$ cat src/rtl/uart_pkg.sv
// -----------------------------------------------------------------------------
// uart_pkg
//   Definitions shared by the UART transmitter and receiver so that both ends
//   agree on the frame layout and FSM encoding.
//
//   Contents:
//     UART_DATA_BITS  data bits per frame (8)
//     uart_state_t    FSM encodings IDLE/START/DATA/PARITY/STOP
//     uart_parity()   parity bit for a data byte, even or odd sense
// -----------------------------------------------------------------------------
package uart_pkg;

   localparam int UART_DATA_BITS = 8;

   typedef enum logic [2:0] {
      IDLE   = 3'd0,
      START  = 3'd1,
      DATA   = 3'd2,
      PARITY = 3'd3,
      STOP   = 3'd4
   } uart_state_t;

   // odd = 0 gives even parity (bit makes the total count of ones even),
   // odd = 1 gives odd parity.
   function automatic logic uart_parity(input logic [UART_DATA_BITS-1:0] d,
                                        input logic                      odd);
      return (^d) ^ odd;
   endfunction

endpackage

$ cat src/rtl/uart_tx_if.sv
// -----------------------------------------------------------------------------
// uart_tx_if
//   Valid/ready byte interface between a host and the UART transmitter.
//
//   Signals:
//     data   [7:0]  byte to send, meaningful while valid is high
//     valid         host offers a byte
//     ready         transmitter is idle and will take the byte on this edge
//
//   Modports:
//     master  host side (drives data/valid, observes ready)
//     slave   transmitter side (observes data/valid, drives ready)
// -----------------------------------------------------------------------------
interface uart_tx_if;
   import uart_pkg::*;

   logic [UART_DATA_BITS-1:0] data;
   logic                      valid;
   logic                      ready;

   modport master (output data, output valid, input ready);
   modport slave  (input data, input valid, output ready);

endinterface

$ cat src/rtl/uart_baud_cnt.sv
// -----------------------------------------------------------------------------
// uart_baud_cnt
//   Bit-period counter. Counts 0..CLK_PER_BIT-1 and flags the last cycle of
//   each bit period. Held at zero while clr is high so that the first bit of a
//   frame starts a full period from the edge that leaves clr.
//
//   Parameters:
//     CLK_PER_BIT  clk cycles per serial bit (>= 2)
//
//   Ports:
//     clk      in   system clock
//     rst_n    in   asynchronous active-low reset
//     clr      in   hold the counter at zero
//     bit_end  out  high in the last cycle of a bit period (never while clr)
// -----------------------------------------------------------------------------
module uart_baud_cnt #(
   parameter int CLK_PER_BIT = 16
) (
   input  logic clk,
   input  logic rst_n,
   input  logic clr,
   output logic bit_end
);

   localparam int CNT_W = (CLK_PER_BIT > 1) ? $clog2(CLK_PER_BIT) : 1;
   localparam logic [CNT_W-1:0] CNT_LAST = CNT_W'(CLK_PER_BIT - 1);

   logic [CNT_W-1:0] clk_cnt;

   always_ff @(posedge clk or negedge rst_n) begin
      if (!rst_n) begin
         clk_cnt <= '0;
      end else if (clr || (clk_cnt == CNT_LAST)) begin
         clk_cnt <= '0;
      end else begin
         clk_cnt <= clk_cnt + CNT_W'(1);
      end
   end

   assign bit_end = !clr && (clk_cnt == CNT_LAST);

endmodule

$ cat src/rtl/uart_tx.sv
// -----------------------------------------------------------------------------
// uart_tx
//   UART transmitter. Serialises one byte per frame onto tx:
//   start bit (0), 8 data bits LSB first, optional parity bit, STOP_BITS stop
//   bits (1). Line format and bit timing match the UART receiver so the two
//   can be looped back directly.
//
//   Build option:
//     UART_TX_PARITY_EN  when defined, a parity bit follows the data bits.
//                        Its sense is set by PARITY_ODD. When undefined the
//                        frame is 8N(STOP_BITS) and no parity state exists.
//
//   Parameters:
//     CLK_PER_BIT  clk cycles per serial bit (>= 2)
//     STOP_BITS    stop bits per frame (1 or 2)
//     PARITY_ODD   0 = even parity, 1 = odd parity (parity builds only)
//
//   Ports:
//     clk    in   system clock, posedge
//     rst_n  in   asynchronous active-low reset
//     host   if   slave side of uart_tx_if (data, valid in; ready out)
//                 ready is high exactly when the FSM is in IDLE
//     tx     out  registered serial line, idles high
//     busy   out  frame in progress (FSM not in IDLE)
//     done   out  one-cycle pulse as the last stop bit completes
// -----------------------------------------------------------------------------
module uart_tx
   import uart_pkg::*;
#(
   parameter int CLK_PER_BIT = 16,
   parameter int STOP_BITS   = 1,
   parameter int PARITY_ODD  = 0
) (
   input  logic       clk,
   input  logic       rst_n,
   uart_tx_if.slave   host,
   output logic       tx,
   output logic       busy,
   output logic       done
);

   localparam int BIT_CNT_W = $clog2(UART_DATA_BITS);
   localparam logic [BIT_CNT_W-1:0] BIT_LAST  = BIT_CNT_W'(UART_DATA_BITS - 1);
   localparam logic                 STOP_LAST = 1'(STOP_BITS - 1);

   uart_state_t state;
   uart_state_t state_d;

   logic [BIT_CNT_W-1:0]      bit_cnt;
   logic [BIT_CNT_W-1:0]      bit_cnt_d;
   logic                      stop_cnt;
   logic                      stop_cnt_d;
   logic [UART_DATA_BITS-1:0] shift_buf;
   logic [UART_DATA_BITS-1:0] shift_buf_d;
   logic                      tx_d;
   logic                      done_d;
   logic                      cnt_clr;
   logic                      bit_end;

`ifdef UART_TX_PARITY_EN
   logic par_bit;
   logic par_bit_d;
`else
   // PARITY_ODD has no effect without the parity bit.
   logic unused_parity_odd;
   assign unused_parity_odd = 1'(PARITY_ODD);
`endif

   // The counter idles at zero, so the bit period of the start bit begins on
   // the very edge that accepts the byte.
   uart_baud_cnt #(
      .CLK_PER_BIT(CLK_PER_BIT)
   ) u_baud (
      .clk    (clk),
      .rst_n  (rst_n),
      .clr    (cnt_clr),
      .bit_end(bit_end)
   );

   assign host.ready = (state == IDLE);
   assign busy       = (state != IDLE);

   // Control state: FSM, counters, registered line and done pulse.
   always_ff @(posedge clk or negedge rst_n) begin
      if (!rst_n) begin
         state    <= IDLE;
         bit_cnt  <= '0;
         stop_cnt <= 1'b0;
         tx       <= 1'b1;
         done     <= 1'b0;
      end else begin
         state    <= state_d;
         bit_cnt  <= bit_cnt_d;
         stop_cnt <= stop_cnt_d;
         tx       <= tx_d;
         done     <= done_d;
      end
   end

   // Datapath: only read while a frame is in flight, loaded on accept.
   always_ff @(posedge clk) begin
      shift_buf <= shift_buf_d;
`ifdef UART_TX_PARITY_EN
      par_bit   <= par_bit_d;
`endif
   end

   always_comb begin
      state_d     = state;
      bit_cnt_d   = bit_cnt;
      stop_cnt_d  = stop_cnt;
      shift_buf_d = shift_buf;
      done_d      = 1'b0;
      cnt_clr     = 1'b0;
`ifdef UART_TX_PARITY_EN
      par_bit_d   = par_bit;
`endif

      case (state)
         IDLE: begin
            cnt_clr = 1'b1;
            if (host.valid) begin
               state_d     = START;
               shift_buf_d = host.data;
               bit_cnt_d   = '0;
               stop_cnt_d  = 1'b0;
`ifdef UART_TX_PARITY_EN
               // Parity is taken from the byte as accepted, not the
               // shifted buffer.
               par_bit_d   = uart_parity(host.data, 1'(PARITY_ODD));
`endif
            end
         end

         START: begin
            if (bit_end) begin
               state_d = DATA;
            end
         end

         DATA: begin
            if (bit_end) begin
               shift_buf_d = shift_buf >> 1;
               if (bit_cnt == BIT_LAST) begin
                  bit_cnt_d = '0;
`ifdef UART_TX_PARITY_EN
                  state_d   = PARITY;
`else
                  state_d   = STOP;
`endif
               end else begin
                  bit_cnt_d = bit_cnt + BIT_CNT_W'(1);
               end
            end
         end

`ifdef UART_TX_PARITY_EN
         PARITY: begin
            if (bit_end) begin
               state_d = STOP;
            end
         end
`endif

         STOP: begin
            if (bit_end) begin
               if (stop_cnt == STOP_LAST) begin
                  stop_cnt_d = 1'b0;
                  state_d    = IDLE;
                  done_d     = 1'b1;
               end else begin
                  stop_cnt_d = 1'b1;
               end
            end
         end

         default: begin
            state_d = IDLE;
         end
      endcase

      // tx is registered from the next state so the line changes on the
      // same edge as the state does (start bit begins on the accept edge).
      case (state_d)
         START:   tx_d = 1'b0;
         DATA:    tx_d = shift_buf_d[0];
`ifdef UART_TX_PARITY_EN
         PARITY:  tx_d = par_bit_d;
`endif
         default: tx_d = 1'b1;
      endcase
   end

endmodule

$ cat src/flat_wrapper.sv
// flat-port wrapper written by rule: the top's interface ports become plain ports
module uart_tx_flat import uart_pkg::*;
#(
   parameter int CLK_PER_BIT = 16,
   parameter int STOP_BITS   = 1,
   parameter int PARITY_ODD  = 0
)
  (clk, rst_n, tx, busy, done, host_data, host_valid, host_ready);
  uart_tx_if host_i ();
  input  logic clk;
  input  logic rst_n;
  output logic tx;
  output logic busy;
  output logic done;
  input wire logic [$bits(host_i.data)-1:0] host_data;
  input wire logic [$bits(host_i.valid)-1:0] host_valid;
  output wire logic [$bits(host_i.ready)-1:0] host_ready;
  assign host_i.data = host_data;
  assign host_i.valid = host_valid;
  assign host_ready = host_i.ready;
  uart_tx #(.CLK_PER_BIT(CLK_PER_BIT), .STOP_BITS(STOP_BITS), .PARITY_ODD(PARITY_ODD)) u_core (.clk(clk), .rst_n(rst_n), .host(host_i), .tx(tx), .busy(busy), .done(done));
endmodule
$ cat config.mk
export PLATFORM = sky130hd
export DESIGN_NAME = uart_tx_flat
export DESIGN_NICKNAME = d
export VERILOG_FILES = /design/src/rtl/uart_pkg.sv /design/src/rtl/uart_tx_if.sv /design/src/rtl/uart_baud_cnt.sv /design/src/rtl/uart_tx.sv /design/src/flat_wrapper.sv
export SDC_FILE = /design/constraint.sdc
export NUM_CORES = 1
export LEC_CHECK = 0
export ABC_AREA = 0
export CAP_MARGIN = 20
export CORE_MARGIN = 2
export CORE_UTILIZATION = 55
export CTS_CLUSTER_DIAMETER = 40
export DETAILED_ROUTE_END_ITERATION = 8
export PLACE_DENSITY = 0.83
export RECOVER_POWER = 100
export SLEW_MARGIN = 20
export SYNTH_ARGS = -nofsm -noshare
export SYNTH_HDL_FRONTEND = slang
export SYNTH_SLANG_ARGS = --single-unit
$ cat constraint.sdc
create_clock -name clk -period 3.36 [get_ports clk]
set_clock_uncertainty 0.15 [all_clocks]
set_input_delay 0.504 -clock clk [delete_from_list [all_inputs] [get_ports clk]]
set_output_delay 0.504 -clock clk [all_outputs]
set_load 0.03 [all_outputs]
==> results.toml, run 1 <==
[global_routing]
grt_pass1_wl_um = 2932
antenna_found_initial = 0
grt_max_degree = 13
overflow = 0
grt_pass1_vias = 641
grt_usage_pct = 20.33

[clock_network]
root_buffer = "clkbuf_4"
postCtsSetupBuffers = 0
clk_path_buf_depth = 2
tritoncts = "yes"
htreeDepth = 1
path_clk_slew_ns = 0.11
holdBufCountCts = 0
cts_buffers = 3
post_cts_resized = 0
clock_sinks = 20
clk_latency_ns = 0.30

[sta]
setup_viol = 0
clock.fmax_mhz = 361.1
hold_viol_final = 0
drv_slew = 0
rsz0062_at_grt = "false"
slew_headroom_pct = 17.54
period_share_pct = 82.42
final.min_clock_period_ns = 2.769
setup_tns_ns = 0
worst_pin_slew_ns = 1.224

[cells_and_area]
nFillCells = 113
finalInstanceArea_um2 = 1097
areaGrowthSynthToFinish_pct = 16.47
n_antenna_cell = 0
drive_gt1_share_pct = 8.511
final_nets = 109
fin_util_pct = 70.39

[synth]
synthAdderAreaFrac_pct = 3.984
synth_area_um2 = 942.2
synth-async-reset-ratio_pct = 60.00
synthCells = 78
yosys.area_share.simple_pct = 18.73
synth_top_family_by_area = "simple AND/OR/NAND/NOR gates"
ys_ff_latch = 20
synthXorXnorAreaFrac_pct = 1.859
yosysWarnings = 0
synth_mux_area_share_pct = 2.258
synth-edff-count = 7
synth_ff_type = "dfrtp_1"
synth_cell_types = 33
ys_seq_area_share_pct = 56.44
synth_compound_area_share_pct = 13.94
syn_nets = 92
synth_area_per_cell_um2 = 12.08

[drt]
post_drt_wl_per_cell_um = 15.78
drt-vias-per-instance = 6.136
initialDrtViolationCount = 26
drt_wl_total_um = 1736
num_vias = 675
drtAntennaViolNets = 0
drc = 0
first_pass_iters = 4

[placed_design]
port_buffers = 14
place_area_um2 = 1087
dp_hpwl_um = 1332
gp_congestion = 0.8060

[die]
start_util_pct = 60.43
num_rows = 14
core-area_um2 = 1559
ios = 15
chipHeight_um = 45.39
die-width_um = 45.39
dieArea_um2 = 2060

[worst_hold_path]
min_path_type = "flip-flop to flip-flop"
worst_hold_startpoint = "u_core.u_baud.clk_cnt[0]"

[setup_path]
max_stage_delay_ns = 0.75
cpLargestDelayFamily = "buffers and inverters"
path_cells = "or3_1 -> inv_1 -> dlygate4sd3_1"
cp-start-kind = "flip-flop"
r2r-start = "u_core.state[1]"
crit_required_ns = 2.71
worstSetupStartpoint = "u_core.state[0]"
crit_slowest_cell = "dlygate4sd3_1"
crit_fanout = 8
worstSetupPathType = "flip-flop to output pin"
crit_buf_inv = 2
critPathCaptureType = "output pin"
crit_arrival_ns = 2.12

[pwr]
leakage_nw = 0.4665
power.density_nw_per_um2 = 343.3
ir_drop_v = 0.0002426

[outcome]
status = "finished clean"

[run]
drv_cap = 0
-- cell usage after synthesis (3+ instances only) --
cell type	number	area share [%]
a22o_1	6	5.6
and3_1	3	2.0
dfrtp_1	11	29
edfxtp_1	7	22
ha_1	3	4.0
inv_1	3	1.2
nand2_1	4	1.6
nor2_1	6	2.4
o21ai_0	3	1.6
-- layer usage --
| layer | GRT usage, % | up-vias | part of all wire, % |
|---|---|---|---|
| met1 | 27.68 | 331 | 46 |
| met3 | 5.952 | 4 | 2.9 |
| li1 | - | 325 | - |
| met4 | 8.235 | 0 | 1.4 |
| met2 | 30.42 | 15 | 49 |
| met5 | 0 | - | 0 |
-- placed cells by master (no fill, tap or decap) --
master,instances
dfrtp_1,11
clkdlybuf4s50_1,8
edfxtp_1,7
nor2_1,6
a22o_1,6
dlygate4sd3_1,6
nand2_1,4
o21ai_0,4
inv_1,3
and3_1,3
ha_1,3
clkbuf_4,3
or3_1,2
nand3_1,2
nor4b_1,2
and2_1,2
nand3b_1,2
a21oi_1,2
o22ai_1,2
nand4_1,2
and2_0,1
or3b_2,1
or4b_1,1
o221a_2,1
nor2b_1,1
mux2i_1,1
a22oi_2,1
xnor2_1,1
xor2_1,1
nor3_1,1
mux2_2,1
clkbuf_1,1
dfxtp_1,1
dfstp_2,1
-- power breakdown --
| part | internal [mW] | total (mW) | switching (mW) |
|---|---|---|---|
| logic | 0.0102 | 0.0152 | 0.00498 |
| registers | 0.251 | 0.251 | 0 |
| clock network | 0.0462 | 0.111 | 0.0647 |
-- layout make-up --
class,count,area (µm²),share of cell area [%]
clock buffers,4,26.28,2.395
inverters,3,11.26,1.026
multi-input cells,53,367.9,33.52
flip-flops and latches,20,531.8,48.46
well taps,16,20.02,1.824
repair buffers,14,140.1,12.77
-- logic make-up (layout without fill, tap and decap cells) --
group | Yosys count | count (layout)
multiplexers | 2 | 2
flip-flops | 20 | 20
AO/OA/AOI/OAI | 16 | 16
buffers and inverters | 5 | 21
AND/OR/NAND/NOR | 30 | 30
adder cells (fa/ha/maj) | 3 | 3
XOR/XNOR | 2 | 2
-- through the flow --
| stage | std cells | total power [mW] | worst slack [ns] | hold WS (ns) |
|---|---|---|---|---|
| after floorplan | 78 | 0.2566 | 1.306 | 0.05841 |
| after global placement | 106 | 0.2712 | 0.9694 | 0.2986 |
| after detailed placement | 106 | 0.2718 | 0.9476 | 0.3091 |
| after CTS | 110 | 0.3837 | 0.6448 | 0.3219 |
| after global routing | 110 | 0.3933 | 0.4006 | 0.3479 |
| final | 110 | 0.3767 | 0.5908 | 0.3180 |
-- flip-flops by register name, summed over array words and instances (netlist names) --
signal and count:
u_core.state 3, u_core.done 1, u_core.tx 1, u_core.shift_buf 8, u_core.u_baud.clk_cnt 4, u_core.bit_cnt 3
-- path summary, 6_finish.rpt --
kind	cells after the start	endpoint	slack, ns
max in group asynchronous	1	u_core.u_baud.clk_cnt[2]	2.22
worst max register to register	3	u_core.bit_cnt[0]	0.63
worst min register to register	1	u_core.u_baud.clk_cnt[0]	0.32
worst min-delay path	1	u_core.u_baud.clk_cnt[0]	0.32
min in group asynchronous	1	u_core.done	0.46
worst max-delay path	3	host_ready	0.59
No activity file was read; power rests on OpenSTA's default activity.
==> run 2, diff against run 1 <==
--- a/config.mk
+++ b/config.mk
@@ -8,10 +8,10 @@
 export ABC_AREA = 0
 export CAP_MARGIN = 20
 export CORE_MARGIN = 2
-export CORE_UTILIZATION = 55
+export CORE_UTILIZATION = 51
 export CTS_CLUSTER_DIAMETER = 40
 export DETAILED_ROUTE_END_ITERATION = 8
-export PLACE_DENSITY = 0.83
+export PLACE_DENSITY = 0.77
 export RECOVER_POWER = 100
 export SLEW_MARGIN = 20
 export SYNTH_ARGS = -nofsm -noshare
==> constraint.sdc (replaced) <==
create_clock -name clk -period 2.61 [get_ports clk]
set_clock_uncertainty 0.15 [all_clocks]
set_input_delay 0.3915 -clock clk [delete_from_list [all_inputs] [get_ports clk]]
set_output_delay 0.3915 -clock clk [all_outputs]
set_load 0.03 [all_outputs]
==> run 2 against run 1 <==
- critical path depth unchanged
- final area grew 2.1%
- setup slack lost 0.39 ns
- clock power is 33% higher
- sequential cell count unchanged
- combinational power is 33% higher
- sequential power rose by 29%
- critical endpoint is now u_core.bit_cnt[0]
- largest power group unchanged
==> results.toml, run 2 (synthesis results as in run 1) <==
[drt]
post_drt_wl_per_cell_um = 15.32
drc = 0
first_pass_iters = 4
drtAntennaViolNets = 0
initialDrtViolationCount = 29
num_vias = 688
drt-vias-per-instance = 5.733
drt_wl_total_um = 1838

[worst_hold_path]
hold_depth = 1
worst_hold_startpoint = "u_core.u_baud.clk_cnt[0]"
min_path_type = "flip-flop to flip-flop"
hold-path-endpoint = "u_core.u_baud.clk_cnt[0]"

[sta]
period_share_pct = 92.39
setup_tns_ns = 0
final.min_clock_period_ns = 2.411
drv_slew = 0
worst_pin_slew_ns = 0.7893
setup_viol = 0
clock.fmax_mhz = 414.7
setup_ws_ns = 0.1986
rsz0062_at_grt = "false"
slew_headroom_pct = 47.03
hold_viol_final = 0

[die]
chipHeight_um = 46.98
core-area_um2 = 1727
num_rows = 15
dieArea_um2 = 2207
start_util_pct = 54.57
die-width_um = 46.98
ios = 15

[cells_and_area]
layout_common_cells = "11 x dfrtp_1, 10 x clkdlybuf4s50_1, 7 x edfxtp_1"
final_nets = 110
drive_gt1_share_pct = 8.421
final_common_cell = "dfrtp_1"
areaGrowthSynthToFinish_pct = 18.86
largest_register_ffs = 8
top_register = "u_core.shift_buf"
n_antenna_cell = 0
reg_top3 = "u_core.shift_buf: 8 flops, u_core.u_baud.clk_cnt: 4 flops"
nFillCells = 152

[setup_path]
max_stage_delay_ns = 0.65
worst_r2r_endpoint = "u_core.bit_cnt[0]"
crit_fanout = 12
critPathCaptureType = "flip-flop"
crit_slowest_cell = "o21ai_1"
crit_required_ns = 2.66
ff2ff_path_depth = 3
cp-start-kind = "flip-flop"
path_cells = "or3b_2 -> o21ai_1 -> mux2_2"
crit_arrival_ns = 2.46
worstSetupPathType = "flip-flop to flip-flop"
r2r-start = "u_core.state[1]"
rrSetupSlack_ns = 0.20

[clock_network]
clk_path_buf_depth = 2
tritoncts = "yes"
path_clk_slew_ns = 0.11
clock_sinks = 20
cts_buffers = 3
htreeDepth = 1
holdBufCountCts = 0
root_buffer = "clkbuf_4"
clk_latency_ns = 0.30

[placed_design]
dp_hpwl_um = 1274
place_ws_ns = 0.3054
port_buffers = 14
gp_congestion = 0.8129

[pwr]
ir_drop_v = 0.0003033
leakage_nw = 0.4775
power.density_nw_per_um2 = 438.5

[global_routing]
grt_pass1_wl_um = 3063
grt_usage_pct = 20.10
overflow = 0
antenna_found_initial = 0
grt_max_degree = 13
grt_pass1_vias = 680

[outcome]
status = "finished clean"

[run]
drv_cap = 0
[run 2: cell count changes in the layout (fill, tap and decap cells not counted), sizes merged]
cell,previous run,this run
clkdlybuf4s50,8,10
clkinv,0,1
dlygate4sd2,0,1
dlygate4sd3,6,3
[run 2: where the power goes]
group / switching (mW) / internal [mW] / total [mW]
sequential: 0 / 0.323 / 0.323
clock: 0.0925 / 0.0557 / 0.148
combinational: 0.00665 / 0.0135 / 0.0202
[run 2: worst max-delay path, delay by kind of cell (launching register included)]
family           cells  cell delay [ns]
AO/OA/AOI/OAI        1             0.65
flip-flops           1             0.55
AND/OR/NAND/NOR      1             0.55
multiplexers         1             0.41
[run 2: cell type report]
| type | instances | area (µm²) | share of cell area, % |
|---|---|---|---|
| Tap cell | 25 | 31.28 | 2.793 |
| Clock inverter | 1 | 3.754 | 0.3352 |
| Timing Repair Buffer | 15 | 142.6 | 12.74 |
| Inverter | 3 | 11.26 | 1.006 |
| Sequential cell | 20 | 531.8 | 47.49 |
| Clock buffer | 3 | 22.52 | 2.011 |
| Multi-Input combinational cell | 53 | 376.6 | 33.63 |
[run 2: metrics by stage]
| step | hold WS [ns] | instance area, µm² | std cells | total power [mW] | util, % |
|---|---|---|---|---|---|
| 2_1_floorplan | -0.05409 | 942.2 | 78 | 0.3303 | - |
| 3_3_place_gp | 0.2998 | 1106 | 116 | 0.3492 | 64.06 |
| 3_5_place_dp | 0.3074 | 1106 | 116 | 0.3497 | 64.06 |
| 4_1_cts | 0.2864 | 1131 | 120 | 0.4948 | 65.51 |
| 5_1_grt | 0.3650 | 1120 | 120 | 0.5094 | 64.86 |
| 6_report | 0.3272 | 1120 | 120 | 0.4911 | 64.86 |
[run 2: how the worst max path moves through the flow]
stage / cells past startpoint / to / from
detailed placement: 4 / u_core.bit_cnt[0] / host_valid
global placement: 4 / u_core.bit_cnt[0] / host_valid
CTS: 2 / busy / u_core.state[1]
floorplan: 5 / u_core.shift_buf[1] / u_core.state[0]
global route: 3 / u_core.bit_cnt[0] / u_core.state[1]
finish: 3 / u_core.bit_cnt[0] / u_core.state[1]
[run 2: timing repair]
item                                   in CTS  in global routing
resized for setup                           1                  0
buffers inserted                            0                  0
endpoints found under the hold margin       0                  0
setup endpoints to repair                   1                  0
[run 2: per-layer routing]
layer / up-vias / routed length (µm) / GRT usage, %
li1: 328 / - / -
met1: 330 / 886 / 28.47
met2: 26 / 821 / 30.68
met3: 4 / 96 / 3.462
met4: 0 / 33 / 8.333
met5: - / 0 / 0
==> run 3, diff against run 2 <==
==> constraint.sdc (replaced) <==
create_clock -name clk -period 2.49 [get_ports clk]
set_clock_uncertainty 0.15 [all_clocks]
set_input_delay 0.3735 -clock clk [delete_from_list [all_inputs] [get_ports clk]]
set_output_delay 0.3735 -clock clk [all_outputs]
set_load 0.03 [all_outputs]
==> run 3 against run 2 <==
- die area unchanged
- utilization unchanged
- global-route usage down 0.16 points
==> results.toml, run 3 (synthesis results as in run 1) <==
[cells_and_area]
fin_util_pct = 64.86
fin_cells = 121
areaGrowthSynthToFinish_pct = 18.86
n_antenna_cell = 0
reg_top3 = "u_core.shift_buf: 8 flops, u_core.u_baud.clk_cnt: 4 flops"
multiInputGateArea_um2 = 371.6
nFillCells = 140
final_nets = 111
top_register = "u_core.shift_buf"
largest_register_ffs = 8
drive_gt1_share_pct = 8.333
regArea_um2 = 531.8
finalInstanceArea_um2 = 1120
final_common_cell = "dfrtp_1"
layout_common_cells = "11 x dfrtp_1, 10 x clkdlybuf4s50_1, 7 x edfxtp_1"

[sta]
drv_slew = 0
rsz0062_at_grt = "false"
slew_headroom_pct = 63.85
setup_viol = 0
timing.hold.ws_ns = 0.3141
period_share_pct = 93.70
setup_tns_ns = 0
final.min_clock_period_ns = 2.333
worst_pin_slew_ns = 0.5405
hold_viol_final = 0
clock.fmax_mhz = 428.6
setup_ws_ns = 0.1570

[placed_design]
place_area_um2 = 1114
gp_congestion = 0.8317
dp_hpwl_um = 1311
port_buffers = 14
post-place-cells = 117
place_ws_ns = 0.2891

[clock_network]
clk_latency_ns = 0.30
clock_sinks = 20
htreeDepth = 1
cts_buffers = 3
clk_path_buf_depth = 2
root_buffer = "clkbuf_4"
tritoncts = "yes"
path_clk_slew_ns = 0.10
holdBufCountCts = 0

[global_routing]
overflow = 0
grt-busiest-layer = "met2"
antenna_found_initial = 0
use_met3_pct = 3.462
use_met1_pct = 25.50
grt_usage_pct = 19.94
grt_pass1_vias = 671
grt_pass1_wl_um = 2939
grt_max_degree = 13
met2_usage_pct = 31.78

[setup_path]
crit_required_ns = 1.97
worstSetupPathType = "flip-flop to output pin"
crit_fanout = 8
cp-start-kind = "flip-flop"
critPathCaptureType = "output pin"
crit_arrival_ns = 1.81

[pwr]
p_total_mw = 0.5148
leakage_nw = 0.4825
power.density_nw_per_um2 = 459.7
ir_drop_v = 0.0002742

[drt]
first_pass_iters = 4
num_vias = 663
drtAntennaViolNets = 0
initialDrtViolationCount = 6
drt_wl_total_um = 1724
drt-vias-per-instance = 5.479
drc = 0
post_drt_wl_per_cell_um = 14.25

[die]
die-width_um = 46.98
core-area_um2 = 1727
num_rows = 15
start_util_pct = 54.57
ios = 15
dieArea_um2 = 2207
chipHeight_um = 46.98

[worst_hold_path]
min_path_type = "flip-flop to flip-flop"

[run]
drv_cap = 0

[outcome]
status = "finished clean"
==> run 3: cell count changes in the layout (fill, tap and decap cells not counted) <==
cell	before	now
o21ai_0	3	4
a22oi_2	1	0
clkinv_1	1	0
clkbuf_2	0	1
clkbuf_1	1	2
o21ai_1	1	0
a22oi_1	0	1
and2_1	1	2
and2_0	2	1
==> run 3: worst paths after layout <==
path	startpoint	endpoint	slack [ns]	cells after the start
setup / recovery	u_core.state[0]	busy	0.16	2
max in group asynchronous	rst_n	u_core.tx	1.49	1
hold / removal	u_core.u_baud.clk_cnt[0]	u_core.u_baud.clk_cnt[0]	0.31	1
setup reg to reg	u_core.state[1]	u_core.shift_buf[2]	0.24	4
hold reg to reg	u_core.u_baud.clk_cnt[0]	u_core.u_baud.clk_cnt[0]	0.31	1
min in group asynchronous	rst_n	u_core.bit_cnt[1]	0.34	1
==> run 3: critical path, stage by stage (launching register included) <==
cell             delay [ns]
dfrtp_1                0.45
or3_1                  0.44
clkdlybuf4s50_1        0.62
==> run 3: report_power, final <==
| part | internal (mW) | switching, mW | leakage (nW) |
|---|---|---|---|
| clock network | 0.0624 | 0.0933 | 0.0150 |
| logic | 0.0141 | 0.00673 | 0.252 |
| registers | 0.338 | 0 | 0.216 |
==> run 3: repair_timing <==
item / 4_1_cts / 5_1_grt
endpoints found under the hold margin: 0 / 0
buffers inserted: 0 / 0
gates resized for setup: 1 / 0
endpoints found under the setup margin: 1 / 0
==> run 3: area by class of cell <==
type / instances / share of cell area [%]
Inverter: 3 / 1.006
Sequential cell: 20 / 47.49
Tap cell: 25 / 2.793
Multi-Input combinational cell: 53 / 33.18
Clock buffer: 4 / 2.346
Timing Repair Buffer: 16 / 13.18
==> run 3: per-layer routing <==
metal  wire length [µm]  vias to the layer above
met2                832                       11
met3                 55                        4
met4                 38                        0
li1                   -                      326
met5                  0                        -
met1                798                      322
